<file path="config.mk">
export PLATFORM = sky130hd
export DESIGN_NAME = imul_int_mul_var_nbits_flat
export DESIGN_NICKNAME = d
export VERILOG_FILES = /design/src/rtl/imul_int_mul_var_nbits_if.sv /design/src/rtl/imul_int_mul_var_nbits.sv /design/src/flat_wrapper.sv
export SDC_FILE = /design/constraint.sdc
export NUM_CORES = 1
export LEC_CHECK = 0
export BUFFER_PORTS_ARGS = -buffer_cell sky130_fd_sc_hd__buf_4
export CAP_MARGIN = 20
export CORE_ASPECT_RATIO = 1.2
export CORE_MARGIN = 2
export CORE_UTILIZATION = 30
export CTS_BUF_LIST = sky130_fd_sc_hd__clkbuf_4
export DETAILED_ROUTE_END_ITERATION = 12
export PLACE_DENSITY = 0.57
export SLEW_MARGIN = 20
export SYNTH_ARGS = -nofsm -noshare
export SYNTH_HDL_FRONTEND = slang
export SYNTH_SLANG_ARGS = --single-unit
</file>
<file path="constraint.sdc">
create_clock -name clk -period 4.2 [get_ports clk]
set_input_delay 0.42 -clock clk [delete_from_list [all_inputs] [get_ports clk]]
set_output_delay 0.42 -clock clk [all_outputs]
set_load 0.005 [all_outputs]
</file>
<file path="src/rtl/imul_int_mul_var_nbits_if.sv">
// Request/response val/rdy bundle for the iterative integer multiplier.
interface imul_int_mul_var_nbits_if #(
    parameter int p_nbits = 32
);
    logic                 req_val;
    logic                 req_rdy;
    logic [2*p_nbits-1:0] req_msg;
    logic [1:0]           req_mode;
    logic                 resp_val;
    logic                 resp_rdy;
    logic [p_nbits-1:0]   resp_msg;

    modport master (
        output req_val, req_msg, req_mode, resp_rdy,
        input  req_rdy, resp_val, resp_msg
    );

    modport slave (
        input  req_val, req_msg, req_mode, resp_rdy,
        output req_rdy, resp_val, resp_msg
    );
endinterface

</file>
<file path="src/rtl/imul_int_mul_var_nbits.sv">
// Variable-latency shift-add multiplier with zero-skip shifting and RISC-V result modes.
// Optional IMUL_OPERAND_SWAP_EN puts the smaller magnitude in the multiplier register.
module imul_int_mul_var_nbits #(
    parameter int p_nbits     = 32,
    parameter int p_max_shamt = 16
) (
    input logic                     clk,
    input logic                     reset,
    imul_int_mul_var_nbits_if.slave io
);
    localparam int N  = p_nbits;
    localparam int LG = $clog2(p_max_shamt);

    localparam logic [1:0] MODE_MUL    = 2'b00;
    localparam logic [1:0] MODE_MULH   = 2'b01;
    localparam logic [1:0] MODE_MULHSU = 2'b11;

    localparam logic [N-1:0]   ONE_N  = {{(N-1){1'b0}}, 1'b1};
    localparam logic [2*N-1:0] ONE_2N = {{(2*N-1){1'b0}}, 1'b1};

    typedef enum logic [1:0] {IDLE, CALC, DONE} state_t;

    state_t         state_q, state_d;
    logic [2*N-1:0] a_q, a_d;
    logic [2*N-1:0] result_q, result_d;
    logic [N-1:0]   b_q, b_d;
    logic           neg_q, neg_d;
    logic [1:0]     mode_q, mode_d;

    logic signed [N-1:0] a_in, b_in;
    logic                a_sgn, b_sgn;
    logic [N-1:0]        a_mag, b_mag, big_mag, small_mag;
    logic                req_go, resp_go, calc_done;
    int                  shamt;
    logic [2*N-1:0]      prod;

    assign req_go    = io.req_val & io.req_rdy;
    assign resp_go   = io.resp_val & io.resp_rdy;
    assign calc_done = (a_q == '0) || (b_q == '0);

    // Operand signedness depends on mode; MUL and MULHU use raw unsigned magnitudes.
    always_comb begin
        a_in  = $signed(io.req_msg[2*N-1:N]);
        b_in  = $signed(io.req_msg[N-1:0]);
        a_sgn = ((io.req_mode == MODE_MULH) || (io.req_mode == MODE_MULHSU)) && a_in[N-1];
        b_sgn = (io.req_mode == MODE_MULH) && b_in[N-1];
        a_mag = a_sgn ? $unsigned(-a_in) : $unsigned(a_in);
        b_mag = b_sgn ? $unsigned(-b_in) : $unsigned(b_in);
`ifdef IMUL_OPERAND_SWAP_EN
        if (b_mag > a_mag) begin
            big_mag   = b_mag;
            small_mag = a_mag;
        end else begin
            big_mag   = a_mag;
            small_mag = b_mag;
        end
`else
        big_mag   = a_mag;
        small_mag = b_mag;
`endif
    end

    // Largest power-of-two skip whose low bits of the multiplier are all zero.
    always_comb begin
        shamt = 1;
        for (int i = 1; i <= LG; i++) begin
            if ((b_q & ((ONE_N << (1 << i)) - ONE_N)) == '0) shamt = 1 << i;
        end
    end

    always_comb begin
        state_d  = state_q;
        a_d      = a_q;
        b_d      = b_q;
        result_d = result_q;
        neg_d    = neg_q;
        mode_d   = mode_q;
        case (state_q)
            IDLE: begin
                if (req_go) begin
                    state_d  = CALC;
                    a_d      = {{N{1'b0}}, big_mag};
                    b_d      = small_mag;
                    result_d = '0;
                    neg_d    = a_sgn ^ b_sgn;
                    mode_d   = io.req_mode;
                end
            end
            CALC: begin
                if (calc_done) begin
                    state_d = DONE;
                end else if (b_q[0]) begin
                    result_d = result_q + a_q;
                    a_d      = a_q << 1;
                    b_d      = b_q >> 1;
                end else begin
                    a_d = a_q << shamt;
                    b_d = b_q >> shamt;
                end
            end
            DONE: begin
                if (resp_go) state_d = IDLE;
            end
            default: state_d = IDLE;
        endcase
    end

    always_ff @(posedge clk or negedge reset) begin
        if (!reset) begin
            state_q  <= IDLE;
            a_q      <= '0;
            b_q      <= '0;
            result_q <= '0;
            neg_q    <= 1'b0;
            mode_q   <= MODE_MUL;
        end else begin
            state_q  <= state_d;
            a_q      <= a_d;
            b_q      <= b_d;
            result_q <= result_d;
            neg_q    <= neg_d;
            mode_q   <= mode_d;
        end
    end

    assign prod = neg_q ? (~result_q + ONE_2N) : result_q;

    assign io.req_rdy  = (state_q == IDLE) && reset;
    assign io.resp_val = (state_q == DONE);
    assign io.resp_msg = (state_q != DONE)     ? '0 :
                         (mode_q == MODE_MUL) ? prod[N-1:0] : prod[2*N-1:N];
endmodule

</file>
<file path="src/flat_wrapper.sv">
// flat-port wrapper written by rule: the top's interface ports become plain ports
module imul_int_mul_var_nbits_flat 
#(
    parameter int p_nbits     = 32,
    parameter int p_max_shamt = 16
)
  (clk, reset, io_req_val, io_req_msg, io_req_mode, io_resp_rdy, io_req_rdy, io_resp_val, io_resp_msg);
  imul_int_mul_var_nbits_if #(.p_nbits(p_nbits)) io_i ();
  input logic clk;
  input logic reset;
  input wire logic [$bits(io_i.req_val)-1:0] io_req_val;
  input wire logic [$bits(io_i.req_msg)-1:0] io_req_msg;
  input wire logic [$bits(io_i.req_mode)-1:0] io_req_mode;
  input wire logic [$bits(io_i.resp_rdy)-1:0] io_resp_rdy;
  output wire logic [$bits(io_i.req_rdy)-1:0] io_req_rdy;
  output wire logic [$bits(io_i.resp_val)-1:0] io_resp_val;
  output wire logic [$bits(io_i.resp_msg)-1:0] io_resp_msg;
  assign io_i.req_val = io_req_val;
  assign io_i.req_msg = io_req_msg;
  assign io_i.req_mode = io_req_mode;
  assign io_i.resp_rdy = io_resp_rdy;
  assign io_req_rdy = io_i.req_rdy;
  assign io_resp_val = io_i.resp_val;
  assign io_resp_msg = io_i.resp_msg;
  imul_int_mul_var_nbits #(.p_nbits(p_nbits), .p_max_shamt(p_max_shamt)) u_core (.clk(clk), .reset(reset), .io(io_i));
endmodule
</file>
=== Yosys cells after proc, flatten, opt, wreduce, memory -nomap -nowiden ===
Index checks and enable logic that the tools add are counted.

* Register bits: 165
* Input bits: 70
* Logic and storage cells: 69
* Output and inout bits: 34

* Reductions and logical operators: 18
* Bitwise operators: 4
* Add/subtract/negate cells: 4
* Muxes and demuxes: 25
* Eq/ne operators: 10
* Shift operators: 2

{| class="wikitable"
|+ Operator list
! operator !! number
|-
| 64-bit 2-to-1 mux || 7
|-
| 64-bit one-hot mux with 2 select lines || 2
|-
| 32-bit 2-to-1 mux || 7
|-
| 32-bit zero test || 5
|-
| 64-bit by 1-bit adder with 64-bit output (second input constant) || 1
|-
| 64-bit adder || 1
|-
| 64-bit zero test || 1
|-
| 32-bit negator || 2
|-
| 64-bit inverter || 1
|-
| 32-bit one-hot mux with 2 select lines || 1
|-
| 64-bit by 5-bit << shifter with 64-bit output || 1
|-
| 32-bit by 5-bit >> shifter with 32-bit output || 1
|-
| 2-bit 2-to-1 mux || 4
|-
| 2-bit by 1-bit != test with 1-bit output (second input constant) || 3
|-
| 2-bit != test (second input constant) || 3
|-
| 2-bit one-hot mux with 3 select lines || 1
|-
| 3-bit AND reduction || 2
|-
| 5-bit 2-to-1 mux || 1
|-
| 2-bit by 1-bit == test with 1-bit output (second input constant) || 2
|-
| 2-bit == test (second input constant) || 2
|-
| 2-bit zero test || 2
|-
| 4-bit 2-to-1 mux || 1
|-
| 4-bit AND reduction || 1
|-
| 1-bit logical AND || 3
|-
| other kinds (6) || 8
|}

=== Logic depth before layout (Yosys ltp) ===
* Depth after elaboration: 9
* Gate-level depth with buffers: 14
* Mapped depth without buffers: 13

=== Least setup slack after synthesis ===
Ideal clock, no wire load.

* Path kind: flip-flop to output port
* Start point: register u_core.result_q[6]
* End point: output io_resp_msg[22]
* Data required time: 3780 ps
* Cell stages (with the launch flop): 11
* Path buffers: 1
* Arrival time: 3730 ps
* Setup slack: 50 ps
* Cell sequence: dfrtp_1 > or4_4 > or4_4 > or4_4 > or4_1 > or2_1 > buf_6 > or3_4 > o41ai_2 > xor2_1 > a211oi_1

* Word-level cells in the longest chain between the ends: 5

{| class="wikitable"
|+ RTL lines
! element !! line !! RTL
|-
| from (decl) || imul_int_mul_var_nbits.sv:25 || <nowiki>logic [2*N-1:0] result_q, result_d;</nowiki>
|-
| from (signal assigned) || imul_int_mul_var_nbits.sv:120 || <nowiki>result_q <= result_d;</nowiki>
|-
| 64-bit inverter || imul_int_mul_var_nbits.sv:126 || <nowiki>assign prod = neg_q ? (~result_q + ONE_2N) : result_q;</nowiki>
|-
| 64-bit by 1-bit adder with 64-bit output || imul_int_mul_var_nbits.sv:126 ||
|-
| 64-bit 2-to-1 mux || imul_int_mul_var_nbits.sv:126 ||
|-
| 32-bit 2-to-1 mux || imul_int_mul_var_nbits.sv:131 || <nowiki>(mode_q == MODE_MUL) ? prod[N-1:0] : prod[2*N-1:N];</nowiki>
|-
| 32-bit 2-to-1 mux || imul_int_mul_var_nbits.sv:130 || <nowiki>assign io.resp_msg = (state_q != DONE) ? '0 :</nowiki>
|-
| to (decl) || flat_wrapper.sv:17 || <nowiki>output wire logic [$bits(io_i.resp_msg)-1:0] io_resp_msg;</nowiki>
|}

No other way between the ends.

=== Worst setup path in the final report ===
Ends and elaborated chain as after synthesis.

==> flow_metrics.env <==
export IMPL_outcome="finished, violations left"
export IMPL_r2r_cells=14
export IMPL_synth_area_leaders="dfrtp_1 23%, a21oi_1 7.7%, nand2_1 6.9%, o21ai_0 6.5%, ha_1 4.7%"
export IMPL_post_route_util=0.353
export IMPL_p_leak_nw=8.54
export IMPL_drtIter0Drc=2047
export IMPL_cts_sinks=165
export IMPL_die_width_um=226
export IMPL_initial_core_util=0.303
export IMPL_vias=20400
export IMPL_antenna_found_initial=2
export IMPL_fp_dieH_um=270
export IMPL_syn_area_mm2=0.0177
export IMPL_ff_latch_area_mm2=0.00413
export IMPL_place_area_mm2=0.0198
export IMPL_finalSetupTns_ns=-14.78
export IMPL_layout_setup_ws_ns=-0.665
export IMPL_synthAdderAreaFrac=0.0479
export IMPL_synth_seq_area_share=0.234
export IMPL_finalSetupViolCount=32
export IMPL_synth_avg_cell_area_um2=7.13
export IMPL_htreeDepth=4
export IMPL_cts_root_buf="clkbuf_4"
export IMPL_dpl_cell_count=3263
export IMPL_instances_no_fill=3317
export IMPL_slew_viol_final=0
export IMPL_drcViolationCount=0
export IMPL_place_hpwl_um=56900
export IMPL_nFillCells=6237
export IMPL_ys_async_sr_fraction=1.00
export IMPL_synth_edff_count=0
export IMPL_die_area_mm2=0.0609
export IMPL_grt_pass1_wl_um=118000
export IMPL_cp_required_ns=3.78
export IMPL_cts_made_buffers=17
export IMPL_synthSimpleGateAreaFrac=0.229
export IMPL_cts_tree="done"
export IMPL_whs_path_depth=3
export IMPL_grt_use_total=0.249
export IMPL_synth_top_family_by_area="compound AO/OA/AOI/OAI gates"
export IMPL_synth_seq_cells=165
export IMPL_finalClockSkew_ns=0.0335
export IMPL_drt_pass1_iterations=7
export IMPL_cp_start_kind="flip-flop"
export IMPL_yosys_area_top_type_share=0.234
export IMPL_ys_types=75
export IMPL_synthToLayoutAreaGrowth_pct=16.3
export IMPL_pwr_share_seq=0.209
export IMPL_yosys_area_share_xor_xnor=0.0848
export IMPL_synth_compound_area_frac=0.326
export IMPL_arrival_ns=4.44
export IMPL_p_int_mw=8.10
export IMPL_synthMuxAreaShare=0.0293
export IMPL_gr_total_overflow=0
export IMPL_synthCells=2478
export IMPL_rsz0062_at_grt="true"
export IMPL_row_count=97
export IMPL_crit_type="flip-flop to output port"
export IMPL_final_area_mm2=0.0205
export IMPL_violations="setup timing"
export IMPL_grt_max_degree=135
export IMPL_fin_hold_ws_ns=0.0740
export IMPL_drt_wl_total_um=76900
export IMPL_ir_drop_uv=276
export IMPL_avgViaCountPerCell=6.15
export IMPL_relSlewSlack=0.292
export IMPL_pwr_density_cell_mw_per_mm2=937
export IMPL_synth_most_common_cell="nand2_1"
export IMPL_syn_nets=2615
export IMPL_crit_fanout=5
export IMPL_ys_warn_count=0
export IMPL_crit_path_end_kind="output port"
export IMPL_min_period_ns=4.86
export IMPL_gp_congestion=0.966
export IMPL_clk_latency_ns=0.68
export IMPL_coreArea_mm2=0.0583
export IMPL_grt_pass1_vias=19700
export IMPL_p_comb_frac=0.745
export IMPL_finalNetCount=2697
export IMPL_hold_path_class="input pin to flip-flop"
export IMPL_max_freq_ghz=0.206
export IMPL_clk_pin_slew_ns=0.14
export IMPL_ant_nets=0
export IMPL_pin_count=104
export IMPL_finalHoldViolations=0
export IMPL_pre_cts_ws_ns=-0.0789
export IMPL_worst_slew_pin_slew_ns=1.06
export IMPL_ys_top_cells_by_count="327 x nand2_1, 272 x a21oi_1, 230 x o21ai_0"
export IMPL_drive_gt1_frac=0.147
export IMPL_synth_area_leader_cell="dfrtp_1"
export IMPL_io_buffers=103
export IMPL_post_drt_wl_per_cell_um=23.2
export IMPL_multiInputGateArea_mm2=0.0131
export IMPL_finalCritPeriodShare=1.16
export IMPL_cts_buffer_depth=2
export IMPL_power_switching_mw=11.2
export IMPL_power_mw=19.3
export IMPL_max_cap_violations=0
export IMPL_switching_share=0.580
export IMPL_p_clk_frac=0.046
export IMPL_synth_flop_cell="dfrtp_1"
==> state kept, by name, summed over array words and instances (netlist names) <==
name and count:
u_core.a_q 64, u_core.result_q 64, u_core.b_q 32, u_core.mode_q 2, u_core.state_q 2, u_core.neg_q 1
==> layout make-up <==
cell class	instances	share of cell area
diodes	2	0.000244
clock buffers	17	0.00621
clock inverters	15	0.00451
inverters	34	0.00621
multi-input cells	2086	0.637
flip-flops and latches	165	0.201
well taps	742	0.0452
repair buffers	256	0.100
==> path summary, 6_finish.rpt <==
check                                                    start                         endpoint  slack, ns
worst max-delay path            u_core.result_q[6]$_DFFE_PN0P_                  io_resp_msg[22]      -0.66
worst min-delay path                            io_req_msg[20]       u_core.b_q[20]$_DFFE_PN0P_       0.07
worst max register to register       u_core.a_q[0]$_DFFE_PN0P_  u_core.result_q[58]$_DFFE_PN0P_       0.50
worst min register to register    u_core.mode_q[1]$_DFFE_PN0P_     u_core.mode_q[1]$_DFFE_PN0P_       0.52
max in group asynchronous                                reset  u_core.result_q[54]$_DFFE_PN0P_       2.92
min in group asynchronous                                reset       u_core.b_q[25]$_DFFE_PN0P_       0.21
==> cell usage in the layout, fill, tap and decap left out, types with 16 or more instances in the layout <==
master / synthesis / routed
nand2_1: 327 / 318
a21oi_1: 272 / 267
buf_4: 0 / 233
o21ai_0: 230 / 222
nor2_1: 214 / 208
dfrtp_1: 165 / 165
nand3_1: 101 / 100
xnor2_1: 87 / 86
xor2_1: 84 / 83
ha_1: 66 / 66
a21o_1: 55 / 55
a211oi_1: 56 / 50
mux2i_1: 45 / 45
nor4_1: 43 / 41
nor3_1: 45 / 40
nand4_1: 37 / 37
o31ai_1: 37 / 35
a31oi_1: 35 / 35
inv_1: 32 / 32
o211ai_1: 28 / 28
a221oi_1: 26 / 26
o221ai_1: 25 / 25
o22ai_1: 23 / 23
o21a_1: 22 / 22
or3_1: 19 / 18
clkbuf_4: 0 / 17
and3_1: 16 / 16
==> what timing repair did <==
item,CTS,global route
gates cloned,0,0
buffers inserted,6,7
gates resized for setup,51,22
hold buffers,8,0
endpoints found under the setup margin,32,32
pin swaps,27,13
endpoints found under the hold margin,38,0
==> critical path, cell delays in order, from the launching register on <==
cell	delay (ns)
dfrtp_1	0.41
or4_4	0.55
or4_4	0.51
or4_4	0.50
or4_4	0.43
or2_4	0.27
or3_4	0.42
o41ai_4	0.24
xor2_1	0.20
a211oi_2	0.09
buf_4	0.18
==> metal layers <==
metal  GRT usage  share of wire
met5           0              0
met4       0.142          0.058
met3      0.0386          0.072
met1       0.308           0.41
met2       0.409           0.46
==> power groups by stage <==
stage	logic, mW	registers [mW]	clock network [mW]
floorplan	9.66	3.27	0
CTS	14.0	3.93	0.905
global route	15.7	4.09	0.968
finish	14.4	4.03	0.877
detailed placement	13.8	3.95	0
global placement	13.7	3.93	0
==> cells by family after synthesis <==
group                    count (synthesis)
AND/OR/NAND/NOR                        882
flip-flops                             165
XOR/XNOR                               171
adder cells (fa/ha/maj)                 67
AO/OA/AOI/OAI                          915
buffers and inverters                  227
multiplexers                            51
Power figures use the tool's default switching activity.
